File: src/rtl/ctrl_bubble_pipe_if.sv
// ctrl_bubble_pipe_if: decoder/hazard-side bundle for the ID/EX control register.
// master drives the ID-stage inputs and enable; slave is the control register itself.
// No storage here; timing is defined entirely by ctrl_bubble_pipe.
interface ctrl_bubble_pipe_if #(
   parameter int CTRL_W     = 20,
   parameter int REG_ADDR_W = 5
);
   logic                  i_enable;
   logic [CTRL_W-1:0]     i_ctrl;
   logic [REG_ADDR_W-1:0] i_id_rs;
   logic [REG_ADDR_W-1:0] i_id_rt;
   logic                  i_id_uses_rt;
   logic                  i_flush;
   logic [CTRL_W-1:0]     o_ctrl;
   logic [REG_ADDR_W-1:0] o_ex_rt;
   logic                  o_pc_write;
   logic                  o_ifid_write;
   logic                  o_stall;
   logic                  o_halted;
   logic [31:0]           o_stall_count;

   modport master (
      output i_enable, i_ctrl, i_id_rs, i_id_rt, i_id_uses_rt, i_flush,
      input  o_ctrl, o_ex_rt, o_pc_write, o_ifid_write, o_stall, o_halted, o_stall_count
   );

   modport slave (
      input  i_enable, i_ctrl, i_id_rs, i_id_rt, i_id_uses_rt, i_flush,
      output o_ctrl, o_ex_rt, o_pc_write, o_ifid_write, o_stall, o_halted, o_stall_count
   );
endinterface

File: src/rtl/ctrl_bubble_pipe.sv
// ctrl_bubble_pipe: ID/EX control-word register with load-use bubbles, branch flush and halt freeze.
// Latency: o_ctrl/o_ex_rt 1 cycle; o_pc_write/o_ifid_write/o_stall combinational.
// Backpressure: i_enable=0 holds everything; bubbles hold PC and IF/ID. Optional STALL_STATS_EN adds a bubble counter.
module ctrl_bubble_pipe #(
   parameter int CTRL_W      = 20,
   parameter int REG_ADDR_W  = 5,
   parameter int MEMREAD_BIT = 9,
   parameter int HALT_BIT    = 0,
   parameter int LOAD_STALL  = 1
) (
   input logic               i_clk,
   input logic               i_reset,
   ctrl_bubble_pipe_if.slave bus
);
   localparam int CNT_W = $clog2(LOAD_STALL + 1);
   localparam logic [CNT_W-1:0] STALL_INIT = CNT_W'(LOAD_STALL - 1);
   localparam logic [CNT_W-1:0] CNT_ONE    = CNT_W'(1);

   typedef enum logic [1:0] {RUN, STALL, HALTED} state_t;

   state_t                state, state_nxt;
   logic [CNT_W-1:0]      cnt, cnt_nxt;
   logic [CTRL_W-1:0]     ctrl_q, ctrl_nxt;
   logic [REG_ADDR_W-1:0] rt_q, rt_nxt;
   logic                  load_use;
   logic                  write_en;
   logic                  stall;

   // Load-use: the word now in EX is a load whose destination feeds the ID instruction.
   always_comb begin
      load_use = ctrl_q[MEMREAD_BIT] && (rt_q != '0) &&
                 ((rt_q == bus.i_id_rs) || (bus.i_id_uses_rt && (rt_q == bus.i_id_rt)));
   end

   // Next-state, next control word and front-end enables.
   always_comb begin
      state_nxt = state;
      cnt_nxt   = cnt;
      ctrl_nxt  = ctrl_q;
      rt_nxt    = rt_q;
      write_en  = 1'b0;
      stall     = 1'b0;
      if (bus.i_enable) begin
         case (state)
            RUN: begin
               if (bus.i_flush) begin
                  // Killing the ID instruction takes priority over stalling it.
                  ctrl_nxt = '0;
                  rt_nxt   = '0;
                  write_en = 1'b1;
               end else if (load_use) begin
                  ctrl_nxt = '0;
                  rt_nxt   = '0;
                  stall    = 1'b1;
                  if (LOAD_STALL > 1) begin
                     cnt_nxt   = STALL_INIT;
                     state_nxt = STALL;
                  end
               end else begin
                  ctrl_nxt = bus.i_ctrl;
                  rt_nxt   = bus.i_id_rt;
                  write_en = 1'b1;
                  if (bus.i_ctrl[HALT_BIT]) begin
                     state_nxt = HALTED;
                  end
               end
            end
            STALL: begin
               // Flush is ignored here: the stalled instruction has not resolved yet.
               ctrl_nxt = '0;
               stall    = 1'b1;
               cnt_nxt  = cnt - CNT_ONE;
               if (cnt == CNT_ONE) begin
                  state_nxt = RUN;
               end
            end
            HALTED: begin
               ctrl_nxt = '0;
            end
            default: begin
               state_nxt = RUN;
            end
         endcase
      end
   end

   // State, bubble counter and the ID/EX register itself.
   always_ff @(posedge i_clk or posedge i_reset) begin
      if (i_reset) begin
         state  <= RUN;
         cnt    <= '0;
         ctrl_q <= '0;
         rt_q   <= '0;
      end else begin
         state  <= state_nxt;
         cnt    <= cnt_nxt;
         ctrl_q <= ctrl_nxt;
         rt_q   <= rt_nxt;
      end
   end

   assign bus.o_ctrl       = ctrl_q;
   assign bus.o_ex_rt      = rt_q;
   assign bus.o_pc_write   = write_en;
   assign bus.o_ifid_write = write_en;
   assign bus.o_stall      = stall;
   assign bus.o_halted     = (state == HALTED);

`ifdef STALL_STATS_EN
   logic [31:0] stall_count;

   // Saturating count of inserted bubble cycles (stall already implies enable).
   always_ff @(posedge i_clk or posedge i_reset) begin
      if (i_reset) begin
         stall_count <= '0;
      end else if (stall && (stall_count != 32'hFFFF_FFFF)) begin
         stall_count <= stall_count + 32'd1;
      end
   end

   assign bus.o_stall_count = stall_count;
`else
   assign bus.o_stall_count = '0;
`endif
endmodule
File: src/flat_wrapper.sv
// flat-port wrapper written by rule: the top's interface ports become plain ports
module ctrl_bubble_pipe_flat 
#(
   parameter int CTRL_W      = 20,
   parameter int REG_ADDR_W  = 5,
   parameter int MEMREAD_BIT = 9,
   parameter int HALT_BIT    = 0,
   parameter int LOAD_STALL  = 1
)
  (i_clk, i_reset, bus_i_enable, bus_i_ctrl, bus_i_id_rs, bus_i_id_rt, bus_i_id_uses_rt, bus_i_flush, bus_o_ctrl, bus_o_ex_rt, bus_o_pc_write, bus_o_ifid_write, bus_o_stall, bus_o_halted, bus_o_stall_count);
  ctrl_bubble_pipe_if #(.CTRL_W(CTRL_W), .REG_ADDR_W(REG_ADDR_W)) bus_i ();
  input logic i_clk;
  input logic i_reset;
  input wire logic [$bits(bus_i.i_enable)-1:0] bus_i_enable;
  input wire logic [$bits(bus_i.i_ctrl)-1:0] bus_i_ctrl;
  input wire logic [$bits(bus_i.i_id_rs)-1:0] bus_i_id_rs;
  input wire logic [$bits(bus_i.i_id_rt)-1:0] bus_i_id_rt;
  input wire logic [$bits(bus_i.i_id_uses_rt)-1:0] bus_i_id_uses_rt;
  input wire logic [$bits(bus_i.i_flush)-1:0] bus_i_flush;
  output wire logic [$bits(bus_i.o_ctrl)-1:0] bus_o_ctrl;
  output wire logic [$bits(bus_i.o_ex_rt)-1:0] bus_o_ex_rt;
  output wire logic [$bits(bus_i.o_pc_write)-1:0] bus_o_pc_write;
  output wire logic [$bits(bus_i.o_ifid_write)-1:0] bus_o_ifid_write;
  output wire logic [$bits(bus_i.o_stall)-1:0] bus_o_stall;
  output wire logic [$bits(bus_i.o_halted)-1:0] bus_o_halted;
  output wire logic [$bits(bus_i.o_stall_count)-1:0] bus_o_stall_count;
  assign bus_i.i_enable = bus_i_enable;
  assign bus_i.i_ctrl = bus_i_ctrl;
  assign bus_i.i_id_rs = bus_i_id_rs;
  assign bus_i.i_id_rt = bus_i_id_rt;
  assign bus_i.i_id_uses_rt = bus_i_id_uses_rt;
  assign bus_i.i_flush = bus_i_flush;
  assign bus_o_ctrl = bus_i.o_ctrl;
  assign bus_o_ex_rt = bus_i.o_ex_rt;
  assign bus_o_pc_write = bus_i.o_pc_write;
  assign bus_o_ifid_write = bus_i.o_ifid_write;
  assign bus_o_stall = bus_i.o_stall;
  assign bus_o_halted = bus_i.o_halted;
  assign bus_o_stall_count = bus_i.o_stall_count;
  ctrl_bubble_pipe #(.CTRL_W(CTRL_W), .REG_ADDR_W(REG_ADDR_W), .MEMREAD_BIT(MEMREAD_BIT), .HALT_BIT(HALT_BIT), .LOAD_STALL(LOAD_STALL)) u_core (.i_clk(i_clk), .i_reset(i_reset), .bus(bus_i));
endmodule
File: config.mk
export PLATFORM = sky130hd
export DESIGN_NAME = ctrl_bubble_pipe_flat
export DESIGN_NICKNAME = d
export VERILOG_FILES = /design/src/rtl/ctrl_bubble_pipe_if.sv /design/src/rtl/ctrl_bubble_pipe.sv /design/src/flat_wrapper.sv
export SDC_FILE = /design/constraint.sdc
export NUM_CORES = 1
export LEC_CHECK = 0
export ABC_AREA = 1
export CAP_MARGIN = 20
export CORE_MARGIN = 1
export CORE_UTILIZATION = 42
export DETAILED_ROUTE_END_ITERATION = 10
export PLACE_DENSITY = 0.87
export SLEW_MARGIN = 20
export SYNTH_ARGS = -nofsm -noshare
export SYNTH_HDL_FRONTEND = slang
export SYNTH_SLANG_ARGS = --single-unit
File: constraint.sdc
create_clock -name i_clk -period 2.5 [get_ports i_clk]
set_input_delay 0.375 -clock i_clk [delete_from_list [all_inputs] [get_ports i_clk]]
set_output_delay 0.375 -clock i_clk [all_outputs]
set_load 0.03 [all_outputs]
# Word level (Yosys, flattened, before mapping)
# Cells that the tools add are included.
dict set report op_classes {
  n_mux 18
  mul 0
  magnitude_cmp 0
  n_reduce_logical 12
  div_mod_pow 0
  n_eq_ne 8
  shifts 0
  bitwise_logic 1
  n_addsub 1
}
# op count
set ops {}
lappend ops {{$mux W20} 2}
lappend ops {{$pmux W20 S2} 1}
lappend ops {{$eq A5 B5 Y1} 2}
lappend ops {{$mux W5} 2}
lappend ops {{$mux W2} 4}
lappend ops {{$mux W1} 7}
lappend ops {{$ne A2 B2 Y1 const B} 3}
lappend ops {{$pmux W2 S3} 1}
lappend ops {{$reduce_and A2 Y1} 3}
lappend ops {{$reduce_and A6 Y1} 1}
lappend ops {{$reduce_bool A5 Y1} 1}
lappend ops {{$logic_and A1 B1 Y1} 3}
lappend ops {{$eq A2 B1 Y1 const B} 1}
lappend ops {{$eq A2 B2 Y1 const B} 1}
lappend ops {{$logic_not A2 Y1} 1}
lappend ops {{$ne A2 B1 Y1 const B} 1}
lappend ops {{$pmux W1 S2} 1}
lappend ops {{$reduce_bool A2 Y1} 1}
lappend ops {{$reduce_or A2 Y1} 1}
lappend ops {{$logic_or A1 B1 Y1} 1}
lappend ops {{$not A1 Y1} 1}
lappend ops {{$sub A1 B1 Y1 const B} 1}
dict set report word_totals {
  n_memories 0
  in_bits 35
  register_bits 28
  ram_bits 0
  elab_cells 44
  output_inout_bits 61
  mem_bits_ro 0
  latchBits 0
}

# Longest topological paths before layout
# Gate-level depths: netlist of the first run.
dict set report depth {
  ltp_word 8
  depth_mapped 10
  depth_no_buf 9
}

# Worst setup path after synthesis of the first run
# No wires, ideal clock.
dict set report synth_timing {
  path_type {flip-flop to output port}
  startpoint {reg u_core.rt_q[1] (netlist: u_core.bus.o_ex_rt[1])}
  endpoint {out bus_o_pc_write}
  n_path_buf 1
  arrival_ns 1.512
  path_slack_ns 0.613
  stages_incl_launch_ff 9
  required_ns 2.125
  path_cell_list {dfrtp_1 inv_1 nand4_1 o21ai_0 inv_1 nand3_1 nand2_1 inv_1 buf_4}
}
dict set report synth_between {
  elab_chain_len 8
  word_cells_on_any_way 11
  cone_classes {eq/ne (2); mux (4); reduce/logical (5)}
}
# element line_no
set synth_rtl {}
lappend synth_rtl {{start, declared} ctrl_bubble_pipe.sv:24} ;# logic [REG_ADDR_W-1:0] rt_q, rt_nxt;
lappend synth_rtl {{start signal, assigned} ctrl_bubble_pipe.sv:98} ;# rt_q <= rt_nxt;
lappend synth_rtl {{$eq A5 B5 Y1} ctrl_bubble_pipe.sv:32} ;# ((rt_q == bus.i_id_rs) || (bus.i_id_uses_rt && (rt_q == bus.i_id_rt)));
lappend synth_rtl {{$logic_and A1 B1 Y1} ctrl_bubble_pipe.sv:32}
lappend synth_rtl {{$logic_or A1 B1 Y1} ctrl_bubble_pipe.sv:32}
lappend synth_rtl {{$logic_and A1 B1 Y1 *} ctrl_bubble_pipe.sv:31} ;# load_use = ctrl_q[MEMREAD_BIT] && (rt_q != '0) &&
lappend synth_rtl {{$mux W1 *} ctrl_bubble_pipe.sv:51} ;# end else if (load_use) begin
lappend synth_rtl {{$mux W1 *} ctrl_bubble_pipe.sv:46} ;# if (bus.i_flush) begin
lappend synth_rtl {{$mux W1 *} ctrl_bubble_pipe.sv:44} ;# case (state)
lappend synth_rtl {{$mux W1 *} ctrl_bubble_pipe.sv:43} ;# if (bus.i_enable) begin
lappend synth_rtl {{end, declared} flat_wrapper.sv:22} ;# output wire logic [$bits(bus_i.o_pc_write)-1:0] bus_o_pc_write;
# Every way passes the cells marked *; elsewhere a longest branch is shown, timed or not.

# Final worst setup path of the first run
dict set report layout_timing {
  startpoint {in bus_i_id_rs[2]}
  endpoint {out bus_o_stall}
}
dict set report layout_between {
  elab_chain_len 7
}
# element line_no
set layout_rtl {}
lappend layout_rtl {{start, declared} flat_wrapper.sv:16} ;# input wire logic [$bits(bus_i.i_id_rs)-1:0] bus_i_id_rs;
lappend layout_rtl {{$eq A5 B5 Y1} ctrl_bubble_pipe.sv:32}
lappend layout_rtl {{$logic_or A1 B1 Y1} ctrl_bubble_pipe.sv:32}
lappend layout_rtl {{$logic_and A1 B1 Y1} ctrl_bubble_pipe.sv:31}
lappend layout_rtl {{$mux W1} ctrl_bubble_pipe.sv:51}
lappend layout_rtl {{$mux W1} ctrl_bubble_pipe.sv:46}
lappend layout_rtl {{$pmux W1 S2} ctrl_bubble_pipe.sv:44}
lappend layout_rtl {{$mux W1} ctrl_bubble_pipe.sv:43}
lappend layout_rtl {{end, declared} flat_wrapper.sv:24} ;# output wire logic [$bits(bus_i.o_stall)-1:0] bus_o_stall;
# Every way passes these cells.

==> out/metrics.csv, run 1 <==
stage;metric;value;unit
floorplanning;initial cell density of the core;45.2;%
synthesis;post-synthesis sequential area ratio;37.9;%
clocking;# Post-CTS Setup Buffers;0;
power_and_ir_drop;Switching Fraction;27.5;%
timing;TNS Setup;0;ns
cells_and_area;layout cell share with drive strength beyond 1;6.03;%
grt;total gr overflow;0;
cells_and_area;sequential cell area;651;um^2
grt;initial antenna violation count;0;
run_status;status;finished clean;
floorplanning;total core area;3800;um^2
timing;Setup Skew;0.00568;ns
floorplanning;num ports;96;
grt;gr busiest metal;met2;
route;initial DRC count;59;
worst_setup_path;critical path fanouts, max;2;
clocking;CTS Buf Count;3;
place;Placer Congestion;0.834;
place;DP Area;2250;um^2
worst_setup_path;R2R setup slack;1.00;ns
timing;Max Slew Vio Count;0;
synthesis;Synth Instances;254;
timing;crit share post-route;84.5;%
grt;largest net degree at the start of global routing;27;
grt;M3 GR Usage;2.76;%
synthesis;cell taking the most area after synthesis;dfrtp_1;
power_and_ir_drop;Pint;0.000622;W
route;Initial DRT Pass Iterations;4;
synthesis;top-area cell type share of the netlist area;37.9;%
worst_hold_path;Hold WC Path Type;in2async;
synthesis;Synth Flop Type;dfrtp_1;
power_and_ir_drop;sw power;0.000236;W
synthesis;number of synthesized flops with an enable pin;0;
timing;fin crit period;2.11;ns
worst_setup_path;cell depth of the worst setup path;10;
cells_and_area;Final Cell Area;2310;um^2
floorplanning;Die H;65.9;um
timing;Final Hold Fails;0;
power_and_ir_drop;Clk pwr share;31.0;%
cells_and_area;number of antenna repair diodes;0;
synthesis;Synth warnings;0;
worst_setup_path;critical path's slowest cell;clkdlybuf4s50_1;
worst_setup_path;critical path launch point type;input pin;
flow_run;max_cap viols;0;
route;DR vias;1578;
power_and_ir_drop;Leakage;1.32;nW
timing;Setup-failing EPs final;0;
synthesis;Netlist cell types;18;
worst_setup_path;Cell Chain, Critical Path;clkdlybuf4s50_1, inv_1, nand2_1, nand2_1, nor2_1, nand3_1, nand2_2, nand3_1, nor2_1, buf_4;
cells_and_area;fillers;363;
grt;global-route wire length before repair;6010;um
route;overall routed net length;3850;um
worst_setup_path;Worst EP required;2.12;ns
floorplanning;Die Wd;65.9;um
clocking;CTS tree;yes;
timing;final hold slack;0.465;ns
worst_setup_path;Critical Path Sink Type;output port;
power_and_ir_drop;combinational power share;20.0;%
power_and_ir_drop;Power Density;372;nW/um^2
route;DRC;0;
worst_setup_path;sum of buffers and inverters on the critical path;3;
route;post-route ant nets;0;
worst_setup_path;CP Data Arrival Time;1.74;ns
synthesis;Synth Area per Inst;6.75;um^2
cells_and_area;final net count;351;
clocking;clock buffer depth;2;
timing;RSZ-0062 raised after global routing;no;
synthesis;synthesized cell area;1720;um^2
floorplanning;Rows;22;
route;Vias/cell;4.35;
worst_setup_path;R2R cell count;9;
synthesis;cell with the most instances after synthesis;nand2_1;
clocking;CTS Hold Buffers Added;0;
synthesis;ys async rst share;100;%
cells_and_area;area of the multi-input gates;733;um^2
grt;met1 Resource Use GR;21.9;%
place;number of port buffers;63;
clocking;post-CTS sizing;0;
synthesis;Commonest cells post-synth;nand2_1 (79), inv_1 (37), buf_4 (33), nor2_1 (33), dfrtp_1 (26);
grt;gr usage total;17.9;%
synthesis;register bit total from synthesis;26;
power_and_ir_drop;power share of the sequential group;49.0;%
worst_setup_path;CP Class;in2out;
clocking;Worst-Skew Late Latency;0.27;ns
clocking;CTS sink count;26;
grt;M2 GR Usage;32.1;%
worst_setup_path;max incr delay on CP;0.48;ns
clocking;CTS root buf;clkbuf_8;
clocking;Reg clk slew, reported paths;0.09;ns
clocking;H-tree Lvls;1;
place;HPWL Detailed;2770;um
synthesis;top cells by area, synth;dfrtp_1 (38%), nand2_1 (17%), buf_4 (14%), inv_1 (8.1%), nand3_1 (7.3%);
grt;vias in the first global route;1391;
worst_setup_path;delay-heaviest family, CP;buffers and inverters;
floorplanning;DIE AREA;4340;um^2
power_and_ir_drop;VDD IR max;0.000238;V
route;WL/cell;10.6;um
timing;Max Fclk;474;MHz
cells_and_area;area growth from synthesis to layout;34.4;%
==> state kept, by name, summed over array words and instances, names as in the netlist <==
signal	flops
u_core.bus.o_ex_rt	5
u_core.bus.o_ctrl	20
u_core.state	1
==> placed cells by master, fill, tap and decap left out <==
master,instances
nand2_2,1
clkdlybuf4s50_1,60
clkbuf_8,4
nand2_4,1
buf_4,7
nand2_1,79
nand4_1,1
conb_1,32
clkinv_1,1
dfrtp_1,26
inv_1,37
xnor2_1,1
o21ai_0,1
nor2_1,33
nand3_1,25
inv_2,3
nand3_2,3
==> cell type report <==
class,instances,area share [%]
clock buffer,4,2.39
tap,48,2.60
inverter,41,6.67
sequential,26,28.2
multi-input combinational,177,31.8
timing repair buffer,67,28.3
==> worst paths after layout <==
check | start | to
worst max register to register | u_core.bus.o_ex_rt[2] | u_core.state[1]
worst min-delay path | i_reset | u_core.bus.o_ctrl[8]
max in group asynchronous | i_reset | u_core.bus.o_ctrl[19]
worst max-delay path | bus_i_id_rs[2] | bus_o_stall
min in group i_clk | u_core.bus.o_ctrl[14] | u_core.bus.o_ctrl[14]
worst min register to register | u_core.bus.o_ctrl[14] | u_core.bus.o_ctrl[14]
==> metal layers <==
layer  share of wire (%)  wire length [um]
met4                0.99                38
met2                  49              1890
met1                  43              1670
met5                   0                 0
met3                 6.4               247
==> tightest hold or removal path: stages <==
cell             delay [ns]
clkdlybuf4s50_1        0.40
inv_1                  0.05
buf_4                  0.31
==> power groups by stage <==
stage          combinational (W)  sequential (W)  clock [W]
2_1_floorplan           0.000143        0.000429          0
3_3_place_gp            0.000169        0.000429          0
3_5_place_dp            0.000171        0.000429          0
4_1_cts                 0.000172        0.000420   0.000277
5_1_grt                 0.000188        0.000420   0.000299
6_report                0.000171        0.000420   0.000266
==> metrics by stage <==
stage	std cells	worst slack, ns	power (W)	util (%)
CTS	363	0.396	0.000869	60.7
global placement	359	0.460	0.000598	59.3
finish	363	0.388	0.000858	60.7
floorplan	285	0.613	0.000571	-
global route	363	0.283	0.000908	60.7
detailed placement	359	0.404	0.000600	59.3
==> kinds of logic after synthesis <==
logic type      after synthesis  synth area share (%)
simple gates                143                  34.9
xor+xnor                      1                 0.511
compound gates                1                 0.291
buf+inv                      82                  26.1
other cells                   1                 0.219
flops                        26                  37.9
No activity file was read; power rests on OpenSTA's default activity.
==> inputs of run 2 (changes only) <==
CORE_UTILIZATION = 35   (was 42)
PLACE_DENSITY = 0.77   (was 0.87)
clock period = 1.8 ns   (was 2.5 ns; I/O delays follow)
==> run 2 against run 1 <==
  * Sequential cell count unchanged
  * Die area increased by 19%
  * Total power increased by 40%
  * Final cell count increased by 6.9%
  * Critical path depth unchanged
  * Global-route usage decreased by 2.9 points
  * Clock power increased by 41%
  * Non-clock buffer count increased by 6
  * Core utilization decreased by 9.8 points
  * Register-to-register slack got worse by 0.84 ns
  * Worst setup slack got worse by 0.37 ns
  * Routed wire length increased by 2.6%
  * Critical path type unchanged
  * Largest power group unchanged
==> out/metrics.csv, run 2 (synthesized netlist as in run 1, its figures left out) <==
stage;metric;value;unit
clocking;CTS root buf;clkbuf_8;
floorplanning;Die H;72.0;um
timing;fin crit period;1.78;ns
timing;Max Fclk;561;MHz
route;initial DRC count;50;
cells_and_area;final net count;357;
route;WL/cell;10.2;um
floorplanning;total core area;4720;um^2
clocking;CTS Hold Buffers Added;0;
clocking;Reg clk slew, reported paths;0.09;ns
place;number of port buffers;63;
clocking;clock buffer depth;2;
worst_setup_path;Critical Path Sink Type;output port;
timing;Setup-failing EPs final;0;
grt;gr usage total;15.1;%
worst_setup_path;Cell Chain, Critical Path;clkdlybuf4s50_1, inv_1, nand2_1, nand2_1, nor2_1, nand3_1, nand2_2, nand3_2, nor2_1, buf_4;
clocking;CTS tree;yes;
route;DR vias;1615;
worst_setup_path;CP Class;in2out;
route;Initial DRT Pass Iterations;9;
worst_setup_path;critical path fanouts, max;2;
worst_setup_path;Worst EP required;1.53;ns
floorplanning;initial cell density of the core;36.3;%
worst_setup_path;R2R cell count;12;
clocking;CTS sink count;26;
cells_and_area;area growth from synthesis to layout;40.1;%
cells_and_area;layout cell share with drive strength beyond 1;9.66;%
grt;largest net degree at the start of global routing;27;
timing;Max Slew Vio Count;0;
cells_and_area;Largest register FFs;20;
timing;Setup Skew;0.00185;ns
cells_and_area;Post-Layout Cell Count;388;
place;Placed Instances;379;
cells_and_area;most frequent cells in the layout;nand2_1 (78), clkdlybuf4s50_1 (58), inv_1 (35);
grt;vias in the first global route;1380;
worst_setup_path;critical path's slowest cell;clkdlybuf4s50_1;
route;DRC;0;
floorplanning;DIE AREA;5190;um^2
floorplanning;Rows;25;
clocking;H-tree Lvls;1;
run_status;status;finished clean;
power_and_ir_drop;Leakage;1.34;nW
route;post-route ant nets;0;
place;Placer Congestion;0.752;
grt;total gr overflow;0;
floorplanning;Die Wd;72.0;um
place;HPWL Detailed;2800;um
grt;initial antenna violation count;0;
flow_run;max_cap viols;0;
floorplanning;num ports;96;
power_and_ir_drop;VDD IR max;0.000283;V
worst_hold_path;Hold WC Path Type;in2async;
power_and_ir_drop;overall power;0.00120;W
worst_setup_path;critical path launch point type;input pin;
timing;crit share post-route;99.0;%
worst_setup_path;CP Data Arrival Time;1.51;ns
cells_and_area;most common cell after layout, fill and taps aside;nand2_1;
worst_setup_path;max incr delay on CP;0.48;ns
route;Vias/cell;4.16;
power_and_ir_drop;Power Density;499;nW/um^2
cells_and_area;fillers;475;
cells_and_area;number of antenna repair diodes;0;
clocking;CTS Buf Count;3;
timing;Final Hold Fails;0;
timing;TNS Setup;0;ns
timing;RSZ-0062 raised after global routing;yes;
grt;global-route wire length before repair;6230;um
clocking;Worst-Skew Late Latency;0.26;ns
route;overall routed net length;3940;um
## run 2: cell types whose count changed in the layout (fill, tap and decap cells not counted), sizes merged
cell / previous run / this run
dlygate4sd2: 0 / 2
clkdlybuf4s50: 60 / 58
buf: 7 / 13
## run 2: worst max-delay path, delay by kind of cell
family	cells	cell delay [ns]
buffers and inverters	3	0.69
and+or+nand+nor	7	0.55
## run 2: path summary, 6_finish.rpt
kind | start | slack (ns) | end
worst max-delay path | bus_i_id_rt[2] | 0.02 | bus_o_stall
worst min-delay path | i_reset | 0.36 | u_core.bus.o_ctrl[6]
worst max register to register | u_core.bus.o_ex_rt[1] | 0.16 | u_core.bus.o_ctrl[0]
worst min register to register | u_core.bus.o_ctrl[3] | 0.49 | u_core.bus.o_ctrl[3]
max in group asynchronous | i_reset | 1.17 | u_core.bus.o_ex_rt[0]
min in group i_clk | u_core.bus.o_ctrl[3] | 0.49 | u_core.bus.o_ctrl[3]
## run 2: per-stage QoR
stage               cell area, um^2  utilization [%]  setup slack (ns)  hold slack, ns
finish                         2400             50.9            0.0185           0.358
global route                   2400             50.9            -0.105           0.404
CTS                            2370             50.3           0.00244           0.365
detailed placement             2280             48.3           -0.0513           0.470
global placement               2280             48.3           -0.0445           0.462
floorplan                      1830                -            0.0176           0.310
## run 2: final cells by class
type                    instances  area (um^2)  share of cell area (%)
flip-flops and latches         26          652                    27.1
well taps                      67         83.8                    3.49
multi-input cells             177          752                    31.3
clock buffers                   4         55.1                    2.29
repair buffers                 73          707                    29.4
inverters                      41          154                    6.40
## run 2: metal layers
metal / vias to the layer above / global-route usage [%] / routed length (um)
li1: 811 / - / -
met3: 0 / 2.22 / 236
met2: 61 / 26.7 / 1940
met5: - / 0 / 0
met1: 743 / 19.5 / 1770
met4: 0 / 3.27 / 0
## run 2: power breakdown
part | internal (W) | switching, W | leakage, nW
Combinational | 0.0000873 | 0.000154 | 0.956
Clock | 0.000195 | 0.000180 | 0.0288
Sequential | 0.000583 | 0 | 0.357
## run 2: what timing repair did
action | CTS | global route
endpoints found under the setup margin | 3 | 26
endpoints found under the hold margin | 0 | 0
pin swaps | 6 | 3
gates resized for setup | 6 | 6
buffers inserted | 4 | 1
